`src/rtl/vga_sync_gen.sv`:
```
// VGA sync/timing generator (640x480@60 by default, fully parameterised).
// Optional frame counter output enabled by defining VGA_FRAME_CNT_EN.
module vga_sync_gen #(
    parameter int   H_VISIBLE = 640,
    parameter int   H_FP      = 16,
    parameter int   H_SYNC    = 96,
    parameter int   H_BP      = 48,
    parameter int   V_VISIBLE = 480,
    parameter int   V_FP      = 10,
    parameter int   V_SYNC    = 2,
    parameter int   V_BP      = 33,
    parameter logic HSYNC_POL = 1'b0,
    parameter logic VSYNC_POL = 1'b0,
    parameter int   CNT_W     = 10
) (
    input  logic             clk_in,
    input  logic             rst,
    output logic             hsync,
    output logic             vsync,
    output logic             video_on,
    output logic [CNT_W-1:0] pixel_x,
    output logic [CNT_W-1:0] pixel_y,
`ifdef VGA_FRAME_CNT_EN
    output logic [7:0]       frame_cnt,
`endif
    output logic             frame_start
);

    localparam int H_TOTAL = H_VISIBLE + H_FP + H_SYNC + H_BP;
    localparam int V_TOTAL = V_VISIBLE + V_FP + V_SYNC + V_BP;

    localparam logic [CNT_W-1:0] H_LAST     = CNT_W'(H_TOTAL - 1);
    localparam logic [CNT_W-1:0] V_LAST     = CNT_W'(V_TOTAL - 1);
    localparam logic [CNT_W-1:0] H_VIS_END  = CNT_W'(H_VISIBLE);
    localparam logic [CNT_W-1:0] V_VIS_END  = CNT_W'(V_VISIBLE);
    localparam logic [CNT_W-1:0] HS_START   = CNT_W'(H_VISIBLE + H_FP);
    localparam logic [CNT_W-1:0] HS_END     = CNT_W'(H_VISIBLE + H_FP + H_SYNC);
    localparam logic [CNT_W-1:0] VS_START   = CNT_W'(V_VISIBLE + V_FP);
    localparam logic [CNT_W-1:0] VS_END     = CNT_W'(V_VISIBLE + V_FP + V_SYNC);
    localparam logic [CNT_W-1:0] CNT_ZERO   = CNT_W'(0);
    localparam logic [CNT_W-1:0] CNT_ONE    = CNT_W'(1);

    // Half-open window test: lo <= pos < hi
    function automatic logic in_window(input logic [CNT_W-1:0] pos,
                                       input logic [CNT_W-1:0] lo,
                                       input logic [CNT_W-1:0] hi);
        return (pos >= lo) && (pos < hi);
    endfunction

    logic [CNT_W-1:0] h_cnt_r;
    logic [CNT_W-1:0] v_cnt_r;
    logic [CNT_W-1:0] h_next_s;
    logic [CNT_W-1:0] v_next_s;
    logic             frame_start_s;

    logic             hsync_r;
    logic             vsync_r;
    logic             video_on_r;
    logic [CNT_W-1:0] pixel_x_r;
    logic [CNT_W-1:0] pixel_y_r;
    logic             frame_start_r;

    // Next counter position; line and frame wrap resolve in one step
    always_comb begin
        h_next_s = h_cnt_r;
        v_next_s = v_cnt_r;
        if (h_cnt_r == H_LAST) begin
            h_next_s = CNT_ZERO;
            if (v_cnt_r == V_LAST) begin
                v_next_s = CNT_ZERO;
            end else begin
                v_next_s = v_cnt_r + CNT_ONE;
            end
        end else begin
            h_next_s = h_cnt_r + CNT_ONE;
            v_next_s = v_cnt_r;
        end
    end

    // Frame start decode on the upcoming position
    always_comb begin
        frame_start_s = 1'b0;
        if ((h_next_s == CNT_ZERO) && (v_next_s == CNT_ZERO)) begin
            frame_start_s = 1'b1;
        end else begin
            frame_start_s = 1'b0;
        end
    end

    // Counters and decoded outputs share one edge so outputs describe the live position
    always_ff @(posedge clk_in) begin
        if (rst) begin
            h_cnt_r       <= H_LAST;
            v_cnt_r       <= V_LAST;
            pixel_x_r     <= CNT_ZERO;
            pixel_y_r     <= CNT_ZERO;
            video_on_r    <= 1'b0;
            frame_start_r <= 1'b0;
            hsync_r       <= ~HSYNC_POL;
            vsync_r       <= ~VSYNC_POL;
        end else begin
            h_cnt_r       <= h_next_s;
            v_cnt_r       <= v_next_s;
            pixel_x_r     <= h_next_s;
            pixel_y_r     <= v_next_s;
            video_on_r    <= (h_next_s < H_VIS_END) && (v_next_s < V_VIS_END);
            frame_start_r <= frame_start_s;
            hsync_r       <= in_window(h_next_s, HS_START, HS_END) ? HSYNC_POL : ~HSYNC_POL;
            vsync_r       <= in_window(v_next_s, VS_START, VS_END) ? VSYNC_POL : ~VSYNC_POL;
        end
    end

    assign hsync       = hsync_r;
    assign vsync       = vsync_r;
    assign video_on    = video_on_r;
    assign pixel_x     = pixel_x_r;
    assign pixel_y     = pixel_y_r;
    assign frame_start = frame_start_r;

`ifdef VGA_FRAME_CNT_EN
    logic [7:0] frame_cnt_r;

    // Reset value 0xFF makes the first frame after reset read 0x00
    always_ff @(posedge clk_in) begin
        if (rst) begin
            frame_cnt_r <= 8'hFF;
        end else if (frame_start_s) begin
            frame_cnt_r <= frame_cnt_r + 8'd1;
        end else begin
            frame_cnt_r <= frame_cnt_r;
        end
    end

    assign frame_cnt = frame_cnt_r;
`endif

endmodule
```
`config.mk`:
```
export PLATFORM = sky130hd
export DESIGN_NAME = vga_sync_gen
export DESIGN_NICKNAME = d
export VERILOG_FILES = /design/src/rtl/vga_sync_gen.sv
export SDC_FILE = /design/constraint.sdc
export NUM_CORES = 1
export LEC_CHECK = 0
export BUFFER_PORTS_ARGS = -buffer_cell sky130_fd_sc_hd__clkbuf_2
export CAP_MARGIN = 25
export CELL_PAD_IN_SITES_DETAIL_PLACEMENT = 0
export CELL_PAD_IN_SITES_GLOBAL_PLACEMENT = 1
export CORE_AREA = 2 2 72 74
export DETAILED_ROUTE_END_ITERATION = 8
export DIE_AREA = 0 0 74 76
export PLACE_DENSITY_LB_ADDON = 0.12
export REMOVE_ABC_BUFFERS = 1
export SLEW_MARGIN = 30
export SYNTH_ARGS = -nofsm -noshare
export SYNTH_HDL_FRONTEND = slang
export SYNTH_SLANG_ARGS = --single-unit
```
`constraint.sdc`:
```
create_clock -name clk_in -period 2.6 [get_ports clk_in]
set_input_delay 0.39 -clock clk_in [delete_from_list [all_inputs] [get_ports clk_in]]
set_output_delay 0.39 -clock clk_in [all_outputs]
set_load 0.03 [all_outputs]
```
Word level (Yosys, flattened, before mapping)
Index checks and enable logic that the tools add are counted.

cells by class
  add/sub/neg operators = 2
  magnitude comparators = 6
  multiplexer cells = 6
  equality and inequality tests = 2
  reduce and logical (&&, ||, !) cells = 6

operator list
  operator                 count
  $mux W10                 3
  $add A10 B1 Y10 const B  2
  $eq A10 B10 Y1 const B   2
  $logic_not A10 Y1        2
  $lt A10 B10 Y1 const B   2
  $lt A10 B9 Y1 const B    2
  $ge A10 B10 Y1 const B   1
  $ge A10 B9 Y1 const B    1
  $logic_and A1 B1 Y1      4
  $mux W1                  3

word-level totals
  flip-flop bits (word level) = 44

Depth between registers and ports, before layout
  depth in word-level cells = 6
  mapped depth = 9
  mapped depth without buffers = 8

Worst setup path before layout
No wires, ideal clock.

  path type = flip-flop to flip-flop
  start = reg h_cnt_r[0]
  end = reg frame_start_r (netlist: frame_start)
  setup time = 116 ps
  path slack = 683 ps
  arrival = 1,801 ps
  clock period less this slack = 1,917 ps
  stages on the path, launching flop included = 9
  cell sequence = dfxtp_1 > ha_1 > buf_2 > and3b_1 > nand2_1 > or4_1 > o211ai_2 > a21oi_2 > and4_1

on the way
  longest elaborated chain between the ends = 5
  elaborated cells on any way between the ends = 8
  classes of those cells = add/sub (1); eq/ne (1); mux (3); reduce/logical (3)

RTL lines
  item                                                      RTL line  source
  from (decl)                                               50        logic [CNT_W-1:0] h_cnt_r;
  from (signal assigned)                                    102       h_cnt_r <= h_next_s;
  $add A10 B1 Y10 / $eq A10 B10 Y1 (equally long branches)  75, 67
  $mux W10                                                  67        if (h_cnt_r == H_LAST) begin
  $logic_not A10 Y1                                         83        if ((h_next_s == CNT_ZERO) && (v_next_s == CNT_ZERO)) begin
  $logic_and A1 B1 Y1 *                                     83
  $mux W1 *                                                 83
  to (signal assigned)                                      107       frame_start_r <= frame_start_s;
  to (decl)                                                 61        logic frame_start_r;

Mark *: on every way between the ends. The rest lies on a longest branch, timed or not.
A chain may end at the register's enable or synchronous reset.

Final worst setup path
  start = reg h_cnt_r[0]
  end = reg vsync_r (netlist: vsync)

on the way
  longest elaborated chain between the ends = 5
  elaborated cells on any way between the ends = 6
  classes of those cells = order compare (2); eq/ne (1); mux (2); reduce/logical (1)

RTL lines
  item                                                   RTL line  source
  $eq A10 B10 Y1 *                                       67
  $mux W10 *                                             67
  $ge A10 B9 Y1 / $lt A10 B9 Y1 (equally long branches)  47        return (pos >= lo) && (pos < hi);
  $logic_and A1 B1 Y1 *                                  47
  $mux W1 *                                              109       vsync_r <= in_window(v_next_s, VS_START, VS_END) ? VSYNC_POL : ~VSYNC_POL;
  to (signal assigned)                                   100       vsync_r <= ~VSYNC_POL;
  to (signal assigned)                                   109
  to (decl)                                              57        logic vsync_r;

Marked as above.

==> metrics.yaml <==
synth_seq_cells: 34
grt_pass1_vias: 1478
synth_top_family_by_area: "simple AND/OR/NAND/NOR gates"
syn_area_um2: 1870
intPower_mw: 1.31
synth_largest_area_cell: "dfxtp_1"
critical_path_class: "reg2reg"
dp_hpwl_mm: 3.16
synthMuxAreaShare_pct: 1.67
synth_compound_area_share_pct: 14.2
timing.rr.start: "h_cnt_r[0]$_SDFF_PP1_"
synthFlopType: "dfxtp_1"
portBuffers: 25
instances_no_fill: 287
hold_end: "v_cnt_r[9]$_SDFF_PP1_"
vias: 1474
cts_setup_buffers: 0
die_x_um: 74
place_congestion: 0.852
die_h_um: 76
finalMaxSlewViolations: 0
yosys_warnings: 0
syn_inst: 209
ys_seq_area_share_pct: 36.4
hold_depth: 3
dp_cells: 280
arrival_ns: 2.39
ys_types: 50
nets: 223
numCtsBuffers: 5
clockBufferDepth: 2
ant_nets: 0
setup_violations: 0
drt-initial-drc-count: 68
insertedDiodeCount: 0
yosysMostFrequentCell: "dfxtp_1"
wl_per_cell_um: 14.7
avgSynthCellArea_um2: 8.95
pin_count: 26
post-route-period-util_pct: 86.3
fin_worst_skew_ns: 0.00519
hold_path_class: "in2reg"
p_sw_share_pct: 45.2
required_ns: 2.75
setup_tns_ns: 0
cts_resized: 0
synth-simple-area-share_pct: 28.3
final_layout_size_suffix_gt1_share_pct: 19.8
p_comb_share_pct: 50.1
critPathLaunch: "h_cnt_r[0]$_SDFF_PP1_"
drv_cap: 0
postSynth.asyncResetShare_pct: 0
rsz0062_at_grt: "no"
p_switching_mw: 1.08
reg2reg_depth: 7
p_per_area_nw_per_um2: 1200
tritoncts: "built"
drt_wl_total_mm: 4.22
r2r-end: "vsync$_SDFF_PP1_"
sequentialPowerShare_pct: 34.9
fmax_mhz: 445
clkPwrFrac_pct: 15.0
whs_ns: 0.412
h-tree-depth: 2
synth_area_leaders: "dfxtp_1, buf_4, nor2_1"
period_needed_ns: 2.24
worstSetupStartpointType: "register"
postLayoutSetupSlackWorst_ns: 0.355
placementRows: 26
die_area_um2: 5620
yosysTopAreaCellShare_pct: 36.4
synth_xor_area_share_pct: 6.09
clk_latency_ns: 0.28
hold_violations: 0
first_pass_iters: 4
drt-vias-per-instance: 5.14
ctsHoldBuffers: 0
p_leak_nw: 0.804
hold_path.startpoint: "rst"
status: "finished, final reports clean"
synth_adder_area_share_pct: 2.68
cts_root_buf: "clkbuf_8"
grt-ovfl-total: 0
path_max_fanout: 17
clk_pin_slew_ns: 0.07
relSlewSlack_pct: 62.4
antenna_found_initial: 0
initial_core_util_pct: 38.1
drc_errors: 0
worst_setup_path_end_kind: "register"
peakVddDrop_mv: 0.335
synth_commonest_cells: "dfxtp_1, nor2_1, nand2_1"
rrSetupSlack_ns: 0.36
grt_pass1_wl_mm: 7.23
post-place-ws_ns: 0.345
tightest_slew_ns: 0.561
area_delta_synth_final_pct: 6.56
grt_max_degree: 18
synth_edf_count: 0
core-area_um2: 4910
grt_use_total_pct: 16.7
cts.sinks: 34
==> layout by cell type (no fill, tap or decap), drive strengths merged, types with 2 or more instances in the layout <==
cell type	netlist	final
a31oi	4	4
and2	5	5
and3	5	5
nor2b	2	2
a211oi	4	4
nand3b	2	2
o21ai	8	8
nor3b	2	2
a311oi	2	2
nand4	4	4
a21oi	8	8
nand3	12	12
o211ai	2	2
xor2	7	7
dfxtp	34	34
nor2	20	20
mux2i	2	2
nand2b	3	3
and4	4	4
ha	4	4
nor3	6	6
buf	23	2
inv	5	5
xnor2	6	6
nand2	16	16
clkbuf	3	32
==> how the worst max path moves through the flow <==
stage / end / slack (ns) / cells past startpoint
6_report: vsync$_SDFF_PP1_ / 0.36 / 7
5_1_grt: vsync$_SDFF_PP1_ / 0.13 / 7
4_1_cts: vsync$_SDFF_PP1_ / 0.32 / 7
3_5_place_dp: vsync$_SDFF_PP1_ / 0.34 / 7
3_3_place_gp: frame_start$_SDFF_PP0_ / 0.37 / 7
2_1_floorplan: frame_start$_SDFF_PP0_ / 0.57 / 8
==> cell families after synthesis <==
family / Yosys count
buffers and inverters: 31
AOI/OAI and AO/OA: 36
and+or+nand+nor: 88
xor gates and xnor gates: 13
muxes: 3
adders and majority gates: 4
DFF: 34
==> worst max-delay path, cell delays in order, from the launching register on <==
cell and delay [ns]:
dfxtp_1 0.43, ha_1 0.32, and3b_1 0.25, and3_4 0.33, nand4_1 0.13, xor2_1 0.21, nor3_1 0.31, nand4_1 0.13
==> routing by layer <==
layer	track usage, %	vias up	part of all wire (%)
li1	-	737	-
met1	21.1	692	46
met2	25.4	31	47
met3	4.63	14	3.1
met4	8.55	0	3.1
met5	0	-	0
==> registers in the layout (all words and copies together), names as in the netlist <==
register / flops
frame_start: 1
hsync: 1
vsync: 1
video_on: 1
pixel_y: 3
pixel_x: 7
v_cnt_r: 10
h_cnt_r: 10
==> final cells by class <==
cell class / count / area [um^2]
well taps: 70 / 87.6
multi-input cells: 144 / 990
inverters: 5 / 18.8
clock buffers: 7 / 76.3
repair buffers: 27 / 140
fillers: 516 / 2920
flip-flops and latches: 34 / 681
==> power by group through the flow <==
stage | combinational [mW] | sequential, mW | clock [mW]
floorplan | 0.743 | 0.978 | 0
global placement | 1.21 | 0.833 | 0
detailed placement | 1.20 | 0.841 | 0
CTS | 1.21 | 0.831 | 0.372
global route | 1.33 | 0.855 | 0.396
finish | 1.20 | 0.835 | 0.357
==> per-stage QoR <==
step	power [mW]	utilization [%]	cell area, um^2
after floorplan	1.72	-	1690
after global placement	2.04	39.0	1920
after detailed placement	2.04	39.0	1920
after CTS	2.41	40.6	1990
after global routing	2.58	40.6	1990
final	2.39	40.6	1990
Note: power is estimated with default switching activity, not from simulation.
